**src/rtl/mtr_pwm_drv.sv**
```systemverilog
// Dual H-bridge PWM driver: signed wheel speed -> 2048-clk PWM pair with deadtime.
// Optional SLEW_LIMIT_EN: duty moves at most MAX_STEP per period.
module mtr_pwm_drv #(
  parameter int unsigned DEADTIME = 32
`ifdef SLEW_LIMIT_EN
  , parameter int unsigned MAX_STEP = 16
`endif
) (
  input  logic               clk,
  input  logic               rst,
  input  logic signed [10:0] lft_spd,
  input  logic signed [10:0] rght_spd,
  output logic               lftPWM1,
  output logic               lftPWM2,
  output logic               rghtPWM1,
  output logic               rghtPWM2,
  output logic               period_strt
);

  localparam logic [7:0]  DT       = 8'(DEADTIME);
  localparam logic [10:0] DUTY_RST = 11'h400;
`ifdef SLEW_LIMIT_EN
  localparam logic signed [11:0] STEP   = 12'(MAX_STEP);
  localparam logic [10:0]        STEP11 = 11'(MAX_STEP);
`endif

  logic [10:0]      cnt_q;
  logic             pstrt_q;
  logic [1:0][10:0] tgt;
  logic [1:0][10:0] duty_q, duty_d;
  logic [1:0]       raw_q, raw_d;
  logic [1:0][7:0]  dt_q, dt_d;
  logic [1:0]       p1_q, p1_d;
  logic [1:0]       p2_q, p2_d;
`ifdef SLEW_LIMIT_EN
  logic signed [1:0][11:0] diff;
`endif

  // Offset-binary: flipping the sign bit adds 1024.
  assign tgt[0] = {~lft_spd[10], lft_spd[9:0]};
  assign tgt[1] = {~rght_spd[10], rght_spd[9:0]};

  always_comb begin
    for (int s = 0; s < 2; s++) begin
`ifdef SLEW_LIMIT_EN
      diff[s] = $signed({1'b0, tgt[s]}) - $signed({1'b0, duty_q[s]});
`endif
      duty_d[s] = duty_q[s];
      if (cnt_q == 11'h7FF) begin
`ifdef SLEW_LIMIT_EN
        if (diff[s] > STEP)
          duty_d[s] = duty_q[s] + STEP11;
        else if (diff[s] < -STEP)
          duty_d[s] = duty_q[s] - STEP11;
        else
          duty_d[s] = tgt[s];
`else
        duty_d[s] = tgt[s];
`endif
      end
      raw_d[s] = (cnt_q < duty_q[s]);
      // Any edge, even mid-blank, restarts the full deadtime.
      if (raw_d[s] != raw_q[s])
        dt_d[s] = DT;
      else if (dt_q[s] != 8'd0)
        dt_d[s] = dt_q[s] - 8'd1;
      else
        dt_d[s] = dt_q[s];
      p1_d[s] = (dt_d[s] == 8'd0) &  raw_d[s];
      p2_d[s] = (dt_d[s] == 8'd0) & ~raw_d[s];
    end
  end

  always_ff @(posedge clk or posedge rst) begin
    if (rst) begin
      cnt_q   <= '0;
      pstrt_q <= 1'b0;
      duty_q  <= {2{DUTY_RST}};
      raw_q   <= '0;
      dt_q    <= '0;
      p1_q    <= '0;
      p2_q    <= '0;
    end else begin
      cnt_q   <= cnt_q + 11'd1;
      pstrt_q <= (cnt_q == 11'h7FF);
      duty_q  <= duty_d;
      raw_q   <= raw_d;
      dt_q    <= dt_d;
      p1_q    <= p1_d;
      p2_q    <= p2_d;
    end
  end

  assign lftPWM1     = p1_q[0];
  assign lftPWM2     = p2_q[0];
  assign rghtPWM1    = p1_q[1];
  assign rghtPWM2    = p2_q[1];
  assign period_strt = pstrt_q;

endmodule

```
**config.mk**
```make
export PLATFORM = sky130hd
export DESIGN_NAME = mtr_pwm_drv
export DESIGN_NICKNAME = d
export VERILOG_FILES = /design/src/rtl/mtr_pwm_drv.sv
export SDC_FILE = /design/constraint.sdc
export NUM_CORES = 1
export LEC_CHECK = 0
export CAP_MARGIN = 20
export CORE_ASPECT_RATIO = 0.75
export CORE_MARGIN = 10
export CORE_UTILIZATION = 40
export CTS_CLUSTER_SIZE = 28
export DETAILED_ROUTE_END_ITERATION = 6
export GPL_ROUTABILITY_DRIVEN = 0
export MAX_ROUTING_LAYER = met4
export PLACE_DENSITY_LB_ADDON = 0.12
export SLEW_MARGIN = 20
export SYNTH_ARGS = -nofsm -noshare
export SYNTH_HDL_FRONTEND = slang
export SYNTH_SLANG_ARGS = --single-unit
```
**constraint.sdc**
```tcl
create_clock -name clk -period 6.24 [get_ports clk]
set_clock_uncertainty 0.2 [all_clocks]
set_input_delay 1.248 -clock clk [delete_from_list [all_inputs] [get_ports clk]]
set_output_delay 1.248 -clock clk [all_outputs]
set_load 0.02 [all_outputs]
```
; Word-level counts from Yosys, hierarchy flattened
; Cells that the tools add are included.
[word_totals]
reg_bits = 56
inputBits = 24
[classes]
add_sub_neg = 3
magnitude_cmp = 2
eq_ne = 3
muxes = 4
n_bitwise = 8
reduce_logical = 4
[op_table]
columns = cell, count
row1 = $mux W8, 4
row2 = $lt A11 B11 Y1, 2
row3 = $logic_not A8 Y1, 2
row4 = $reduce_bool A8 Y1, 2
row5 = $sub A8 B1 Y8 const B, 2
row6 = $add A11 B1 Y11 const B, 1
row7 = $eq A11 B11 Y1 const B, 1
row8 = $and A1 B1 Y1, 4
row9 = $not A1 Y1, 4
row10 = $ne A1 B1 Y1, 2

; Depth between registers and ports, before layout
[logic_depth]
word_depth = 5
mapped_depth = 9
ltp_nobuf = 7

; Worst setup path before layout
; No wires, ideal clock.
[synth_path]
path_type = reg2reg
from = reg cnt_q[2]
to = reg dt_q[6] in the netlist's numbering
setup_ns = 0.125
t_arrival_ns = 1.903
required_ns = 5.915
slack_ns = 4.012
stages_incl_launch_ff = 8
n_path_buf = 1
synth_period_minus_slack_ns = 2.228
cell_sequence = dfrtp_1 ha_1 a21o_1 a31oi_1 o21ai_0 a221oi_2 buf_4 mux2_2
[synth_rtl]
columns = element, line
row1 = start: declaration, 27  ; logic [10:0] cnt_q;
row2 = start signal: assignment, 84  ; cnt_q <= cnt_q + 11'd1;
row3 = end signal: assignment, 88  ; dt_q <= dt_d;
row4 = end: declaration, 32  ; logic [1:0][7:0] dt_q, dt_d;

==> flow_metrics.tcl <==
set metrics [dict create \
    cpPeakStageDelay_ns 0.91 \
    start_util_pct 41.62 \
    grt_max_degree 57 \
    p_per_area_nw_per_um2 169.3 \
    async_reset_ff_share_pct 100.0 \
    synthAdderAreaFrac_pct 9.409 \
    drt_first_iter_violations 158 \
    synth_edf_count 0 \
    antenna_found_initial 0 \
    yosys.area_share.simple_pct 20.36 \
    n_antenna_cell 0 \
    p_leak_nw 1.838 \
    final_common_cell "dfrtp_1" \
    nFillCells 760 \
    cp-start-kind "register" \
    critPathCaptureType "register" \
    synth_top_family_by_area "simple AND/OR/NAND/NOR gates" \
    die_x_um 125.3 \
    multi_input_area_um2 1734 \
    syn_avg_cell_area_um2 9.865 \
    setup_viol 0 \
    max_freq_mhz 338.8 \
    tightest_slew_ns 1.070 \
    setup_tns_ns 0 \
    cts_resized 0 \
    seqCellArea_um2 1404 \
    synthMuxAreaShare_pct 4.742 \
    htree_levels 2 \
    portBuffers 28 \
    synthFlopType "dfrtp_1" \
    cts_tree "yes" \
    placed_area_um2 3670 \
    post_drt_wl_per_cell_um 14.27 \
    slew_violations 0 \
    row_count 28 \
    r2r_start "cnt_q[2]" \
    synth_seq_cells 56 \
    grt_usage_pct 11.21 \
    cts_made_buffers 5 \
    slowest_stage "a221oi_2" \
    cp_top_family "compound AO/OA/AOI/OAI gates" \
    syn_area_um2 3324 \
    worstHoldStart "duty_q[21]" \
    cts_root_buf "clkbuf_8" \
    cp.required_ns 6.23 \
    crit_path_cell_trace "ha_1 > a21o_1 > a31oi_1 > o21ai_0 > a221oi_2 > mux2_2" \
    period_minus_slack_ns 2.952 \
    insertion_delay_ns 0.30 \
    via_per_inst 5.084 \
    synth_compound_area_share_pct 13.17 \
    crit_start "cnt_q[2]" \
    synth_cell_types 62 \
    postLayoutCellArea_um2 3796 \
    clk_pin_slew_ns 0.10 \
    clock-sinks 56 \
    outcome "complete, no violations" \
    drive_above_1_share_pct 9.392 \
    layout_common_cells "54 x dfrtp_1, 32 x nand2_1, 28 x clkdlybuf4s50_1, 27 x inv_1, 25 x ha_1" \
    vias 2374 \
    hold_violations 0 \
    hpwl_um 4965 \
    yosys.area_share.xor_xnor_pct 4.479 \
    drtAntennaViolNets 0 \
    routed_wirelength_um 6663 \
    core_um2 7988 \
    boundaryPins 29 \
    grt.overflow.total 0 \
    peakVddDrop_mv 0.1284 \
    drv_cap 0 \
    rsz0062_at_grt "false" \
    clock_path_buffers 2 \
    drcViolationCount 0 \
    crit_path_max_fanout 11 \
    dieArea_um2 12400 \
    die_y_um 98.95 \
    critPathBufInv 0 \
    relSlewSlack_pct 28.63 \
    syn_inst 337 \
    syn-num-nets 386 \
    grt_pass1_vias 2396 \
    synth-warning-count 0 \
    grt_first_pass_wirelength_um 11590 \
    area_growth_pct 14.19 \
    yosysSeqAreaShare_pct 42.23 \
    post_cts_buffers 0 \
    cts_hold_buf 0 \
    fin_crit_sh_pct 47.31 \
    hold_class "register to register" \
    nets 410 \
    critPathKind "register to register" \
    cp.arrival_ns 2.95 \
    dr.pass1.iters 4 \
]
-- state kept, by name (all words and copies together), names as in the netlist --
name and cells:
cnt_q 11, p1_q 2, raw_q 2, dt_q 16, duty_q 22, period_strt 1, p2_q 2
-- worst reg2reg max path, stage by stage, from the launching register on --
cell	delay, ns
dfrtp_1	0.47
ha_1	0.35
a21o_1	0.17
a31oi_1	0.16
o21ai_0	0.15
a221oi_2	0.91
mux2_2	0.43
-- cell type report --
type                       instances  area share [%]
multi-input combinational        240           45.68
sequential                        56           36.98
timing repair buffer              30           7.779
tap                              105           3.461
inverter                          28           2.769
clock buffer                       7           2.538
clock inverter                     1          0.7910
-- cells in the mapped netlist (3+ instances only) --
master	n	share of area, %
clkbuf_1	3	0.34
nand4_1	3	0.56
ha_1	25	9.4
a31oi_1	3	0.56
buf_6	3	1.0
and4_1	3	0.79
xor2_1	5	1.3
nand2_1	32	3.6
nor2_1	22	2.5
nor3_1	8	1.2
a21o_1	4	0.90
a21oi_1	8	1.2
nor4_1	6	1.1
o21ai_0	24	3.6
nand2b_1	6	1.1
inv_1	28	3.2
and3_1	7	1.3
nand3_1	14	2.1
xnor2_1	12	3.2
dfrtp_1	54	41
mux2i_1	9	2.7
mux2_2	6	2.0
buf_2	5	0.75
-- stage by stage --
stage	hold slack, ns	cells	power, mW	utilization (%)	setup WS [ns]
after detailed placement	0.2982	459	0.3927	45.94	3.267
after global placement	0.2932	459	0.3926	45.94	3.381
after floorplan	0.2597	337	0.3753	-	3.424
after CTS	0.3131	467	0.6521	47.53	3.238
after global routing	0.3392	467	0.6711	47.53	3.132
final	0.3098	467	0.6426	47.53	3.288
-- logic make-up after synthesis --
group	count (synthesis)
buffers and inverters	41
XOR/XNOR	17
AO/OA/AOI/OAI	62
flip-flops	56
AND/OR/NAND/NOR	121
multiplexers	15
adder cells (fa/ha/maj)	25
-- power by group --
| group | total, mW | switching, mW | internal (mW) |
|---|---|---|---|
| clock network | 0.258 | 0.116 | 0.142 |
| logic | 0.0221 | 0.00908 | 0.0131 |
| registers | 0.363 | 0 | 0.363 |
| total | 0.643 | 0.125 | 0.518 |
-- routing by layer --
layer  vias to the layer above  GRT usage (%)  wire, um
li1                       1238              -         -
met1                      1096          16.87      3837
met2                        35          14.21      2541
met3                         5          2.837       243
met4                         0          2.650        39
met5                         -              -         0
-- final timing paths --
check / endpoint / slack, ns / depth (start not counted)
worst min register to register: duty_q[21] / 0.31 / 2
worst max register to register: dt_q[6] / 3.29 / 6
max in group asynchronous: dt_q[1] / 4.12 / 3
worst min-delay path: duty_q[21] / 0.31 / 2
worst max-delay path: dt_q[6] / 3.29 / 6
min in group asynchronous: dt_q[7] / 1.25 / 3
Power figures use the tool's default switching activity.
